### src/rtl/mult_seq_control_if.sv
// Handshake and strobe bundle between the multiply issue logic, the
// shift-add datapath and the sequencing controller.
interface mult_seq_control_if #(
   parameter int CNT_W = 6
);
   logic             Start;
   logic             Lsb;
   logic             Load_Regs;
   logic             Add_En;
   logic             Shift_En;
   logic             Busy;
   logic             Done;
   logic [CNT_W-1:0] Iter;

   // Controller side: consumes Start/Lsb, produces strobes and status.
   modport slave (
      input  Start, Lsb,
      output Load_Regs, Add_En, Shift_En, Busy, Done, Iter
   );

   // Issue logic / datapath side.
   modport master (
      output Start, Lsb,
      input  Load_Regs, Add_En, Shift_En, Busy, Done, Iter
   );
endinterface

### src/rtl/mult_seq_control.sv
// Sequencer for a shift-add multiplier: load, conditional add, shift,
// repeated WIDTH times, then a one-cycle Done pulse. Owns the iteration
// counter. All strobes are Moore outputs of the state register.
module mult_seq_control #(
   parameter int WIDTH = 32,
   parameter int CNT_W = 6
) (
   input  logic                 Clk,
   input  logic                 Rst_n,
   mult_seq_control_if.slave    bus
);

   typedef enum logic [2:0] {
      IDLE  = 3'd0,
      LOAD  = 3'd1,
      TEST  = 3'd2,
      ADD   = 3'd3,
      SHIFT = 3'd4,
      DONE  = 3'd5
   } state_t;

   localparam logic [CNT_W-1:0] LAST_ITER = CNT_W'(WIDTH - 1);

   state_t           state, state_nxt;
   logic [CNT_W-1:0] iter;
   logic             last_iter;

   assign last_iter = (iter == LAST_ITER);
   assign bus.Iter  = iter;

   // State register.
   // NOTE: sequential state uses non-blocking assignments so every flop
   // samples pre-edge values regardless of block ordering.
   always_ff @(posedge Clk or negedge Rst_n) begin
      if (!Rst_n) state <= IDLE;
      else        state <= state_nxt;
   end

   // Iteration counter: cleared in LOAD, advanced on every non-final SHIFT,
   // held on the final one so it never exceeds WIDTH-1.
   always_ff @(posedge Clk or negedge Rst_n) begin
      if (!Rst_n) begin
         iter <= '0;
      end else if (state == LOAD) begin
         iter <= '0;
      end else if (state == SHIFT && !last_iter) begin
         iter <= iter + 1'b1;
      end
   end

   // Next-state and Moore strobe decode.
   // NOTE: every output gets a default before the case so no path leaves a
   // signal unassigned, which would otherwise infer a latch.
   always_comb begin
      state_nxt     = IDLE;
      bus.Load_Regs = 1'b0;
      bus.Add_En    = 1'b0;
      bus.Shift_En  = 1'b0;
      bus.Busy      = 1'b0;
      bus.Done      = 1'b0;
      case (state)
         IDLE: begin
            state_nxt = bus.Start ? LOAD : IDLE;
         end
         LOAD: begin
            bus.Load_Regs = 1'b1;
            bus.Busy      = 1'b1;
            state_nxt     = TEST;
         end
         TEST: begin
            bus.Busy  = 1'b1;
            state_nxt = bus.Lsb ? ADD : SHIFT;
         end
         ADD: begin
            bus.Add_En = 1'b1;
            bus.Busy   = 1'b1;
            state_nxt  = SHIFT;
         end
         SHIFT: begin
            bus.Shift_En = 1'b1;
            bus.Busy     = 1'b1;
            state_nxt    = last_iter ? DONE : TEST;
         end
         DONE: begin
            bus.Done  = 1'b1;
            bus.Busy  = 1'b1;
            state_nxt = IDLE;
         end
         default: begin
            state_nxt = IDLE;
         end
      endcase
   end

endmodule

### src/flat_wrapper.sv
// flat-port wrapper written by rule: the top's interface ports become plain ports
module mult_seq_control_flat 
#(
   parameter int WIDTH = 32,
   parameter int CNT_W = 6
)
  (Clk, Rst_n, bus_Start, bus_Lsb, bus_Load_Regs, bus_Add_En, bus_Shift_En, bus_Busy, bus_Done, bus_Iter);
  mult_seq_control_if #(.CNT_W(CNT_W)) bus_i ();
  input  logic Clk;
  input  logic Rst_n;
  input wire logic [$bits(bus_i.Start)-1:0] bus_Start;
  input wire logic [$bits(bus_i.Lsb)-1:0] bus_Lsb;
  output wire logic [$bits(bus_i.Load_Regs)-1:0] bus_Load_Regs;
  output wire logic [$bits(bus_i.Add_En)-1:0] bus_Add_En;
  output wire logic [$bits(bus_i.Shift_En)-1:0] bus_Shift_En;
  output wire logic [$bits(bus_i.Busy)-1:0] bus_Busy;
  output wire logic [$bits(bus_i.Done)-1:0] bus_Done;
  output wire logic [$bits(bus_i.Iter)-1:0] bus_Iter;
  assign bus_i.Start = bus_Start;
  assign bus_i.Lsb = bus_Lsb;
  assign bus_Load_Regs = bus_i.Load_Regs;
  assign bus_Add_En = bus_i.Add_En;
  assign bus_Shift_En = bus_i.Shift_En;
  assign bus_Busy = bus_i.Busy;
  assign bus_Done = bus_i.Done;
  assign bus_Iter = bus_i.Iter;
  mult_seq_control #(.WIDTH(WIDTH), .CNT_W(CNT_W)) u_core (.Clk(Clk), .Rst_n(Rst_n), .bus(bus_i));
endmodule
### config.mk
export PLATFORM = sky130hd
export DESIGN_NAME = mult_seq_control_flat
export DESIGN_NICKNAME = d
export VERILOG_FILES = /design/src/rtl/mult_seq_control_if.sv /design/src/rtl/mult_seq_control.sv /design/src/flat_wrapper.sv
export SDC_FILE = /design/constraint.sdc
export NUM_CORES = 1
export LEC_CHECK = 0
export ABC_CLOCK_PERIOD_IN_PS = 1770
export BUFFER_PORTS_ARGS = -buffer_cell sky130_fd_sc_hd__buf_2
export CORE_AREA = 2 2 39 41
export DETAILED_ROUTE_END_ITERATION = 8
export DIE_AREA = 0 0 41 43
export PLACE_DENSITY = 0.66
export SYNTH_ARGS = -nofsm -noshare
export SYNTH_HDL_FRONTEND = slang
export SYNTH_SLANG_ARGS = --single-unit
### constraint.sdc
create_clock -name Clk -period 1.77 [get_ports Clk]
set_clock_uncertainty 0.1 [all_clocks]
set_input_delay 0.4425 -clock Clk [delete_from_list [all_inputs] [get_ports Clk]]
set_output_delay 0.4425 -clock Clk [all_outputs]
set_load 0.01 [all_outputs]
==> reports/results.ini <==
[outcome]
outcome = finished, violations left
violations = setup timing

[route]
firstDrtPassIters = 4
wl_met2_um = 852
detail_route.vias_per_cell = 5.16
drt_iter0_drc = 10
vias = 552
top_layer = met3
wire_per_inst_um = 14.1
wirelength_mm = 1.51
wl_met3_um = 51
wl_met1_um = 610
drc_errors = 0
ant_nets = 0

[die]
initial_core_util_pct = 40.5
io_pins = 15
fp.dieH_um = 43
core_um2 = 1380
rows = 14
die_w_um = 41
die_area_um2 = 1760

[timing]
worst_slack_ns = -0.0604
drv_slew = 0
worst_pin_slew_ns = 0.247
worst_slew_margin_rel_pct = 83.3
finalHoldViolations = 0
rsz0062_at_grt = true
max_freq_mhz = 546
period_share_pct = 103
final-setup-viol-count = 5
period_needed_ns = 1.83
hold_slack_ns = 0.444
tns_ns = -0.241

[yosys]
synth_top_area_share_pct = 40.2
yosys_warnings = 0
synth_cell_types = 30
synth.avg_cell_area_um2 = 9.66
synth_top_cell_by_area = dfrtp_1
yosys-top-cells-area = dfrtp_1, mux2i_1, nor2_1, o31ai_1, nor3_2
syn-instance-count = 58
ys_ff_latch = 9
seq_area_frac_synth_pct = 40.2
netlist_area_um2 = 561
synth_nets = 63

[critical_path]
worstSetupStartpoint = u_core.state[2]
cp_max_fo = 7
critPathMaxStageDelay_ns = 0.43
critPathKind = reg -> out
cp.arrival_ns = 1.29
crit_chain = buf_6 -> or2b_1 -> nor2_1 -> buf_2
end_kind = output port
cp-start-kind = register
cp.required_ns = 1.23
regToRegStartpoint = u_core.state[2]
critPathSlowestCell = dfrtp_1

[clock_network]
h-tree-depth = 1
clock-sinks = 9
cts_tree = yes
clkLatencyLatePin_ns = 0.26
clk_pin_slew_ns = 0.06
cts_root_buf = clkbuf_4
numCtsBuffers = 3
clk_path_buf_depth = 2

[place]
pre_cts_slack_ns = 0.101
dp_hpwl_um = 899
portBuffers = 14
gp_congestion = 0.725
dpl_cell_area_um2 = 668

[cells_and_area]
finalInstanceArea_um2 = 835
syn2layout_area_growth_pct = 48.9
finalNetCount = 97
drive_gt1_share_pct = 48.4
fillers = 121
n_antenna_cell = 0

[min_path]
hold_path_class = in -> reg
hold_path_startpoint = bus_Lsb

[global_route]
grt_usage_pct = 20.1
grt_max_degree = 10
antenna_found_initial = 0
grt_pass1_vias = 543
grt_pass1_wl_mm = 2.35
grt_overflow = 0

[job]
timing.max_cap.violations = 0

[power]
pwr_density_cell_nw_per_um2 = 1430
power_leakage_nw = 0.434
ir_worst_vdd_uv = 697

[critical path: cells and delay by family (launching register included)]
family,cells,cell delay (ns)
flops,1,0.43
simple gates,2,0.31
buf+inv,2,0.29
[final cells by class]
class / instances / area (um2) / area share (%)
multi-input cells: 43 / 310 / 37.2
repair buffers: 32 / 231 / 27.7
flip-flops and latches: 9 / 226 / 27.1
clock buffers: 3 / 22.5 / 2.70
well taps: 16 / 20.0 / 2.40
inverters: 3 / 18.8 / 2.25
clock inverters: 1 / 5.00 / 0.600
[stage by stage]
step	utilization (%)	total power, W	cells
after detailed placement	48.3	0.000774	90
final	60.3	0.00120	107
after global routing	60.3	0.00129	107
after floorplan	-	0.000639	58
after global placement	48.3	0.000767	90
after CTS	58.5	0.00114	105
[metal layers]
metal	up-vias	track usage [%]
li1	276	-
met1	263	22.4
met2	13	35.3
met3	0	4.71
met4	0	6.00
met5	-	0
[cells by family after synthesis]
group	synth area share (%)
flops	40.2
simple gates	31.0
buf+inv	6.47
mux	7.14
compound gates	12.9
fa+ha+maj	2.23
[state kept, by name, indices dropped and copies added, names as in the netlist]
register / cells
u_core.bus.Iter: 6
u_core.state: 3
[Yosys cell counts]
library cell / number
o22ai_1: 1
nand2_1: 4
inv_1: 1
dfrtp_1: 9
nor3_2: 2
nand3_2: 1
mux2i_1: 4
o31ai_1: 3
o311ai_1: 1
and2_1: 2
inv_2: 1
clkinv_4: 1
clkbuf_1: 1
or3b_4: 1
nor2b_1: 1
o211ai_1: 2
nor3_1: 1
and2b_1: 1
nor2_1: 7
nor3b_4: 1
nand3_1: 1
or2b_1: 1
buf_2: 1
ha_1: 1
and4b_1: 1
a21oi_1: 3
or3_1: 1
o21ai_1: 1
nand4_1: 2
buf_6: 1
[cells in the final DEF (no fill, tap or decap), types with 2 or more instances in the layout]
master / n
a21oi_1: 3
and2_1: 2
buf_2: 12
buf_4: 14
buf_6: 5
clkbuf_4: 3
dfrtp_1: 8
mux2i_1: 4
nand2_1: 4
nand4_1: 2
nor2_1: 7
o211ai_1: 2
o31ai_1: 3
[worst paths after layout]
path / end / slack (ns) / depth (start not counted)
min in group asynchronous: u_core.bus.Iter[5] / 0.46 / 2
hold / removal: u_core.state[2] / 0.44 / 3
setup reg to reg: u_core.bus.Iter[5] / 0.07 / 5
hold reg to reg: u_core.state[1] / 0.47 / 1
setup / recovery: bus_Add_En / -0.06 / 4
max in group asynchronous: u_core.state[1] / 0.91 / 2
[timing repair]
item	in CTS	in global routing
hold buffers	1	0
buffers inserted	10	2
pin swaps	3	2
setup endpoints to repair	5	6
hold endpoints to repair	9	0
gates resized for setup	7	2
[where the power goes]
part           internal [W]  total [W]  switching, W  leakage [nW]
clock network     0.0000835   0.000163     0.0000795        0.0177
registers          0.000262   0.000332     0.0000706         0.120
logic              0.000383   0.000701      0.000318         0.297
Power figures use the tool's default switching activity.
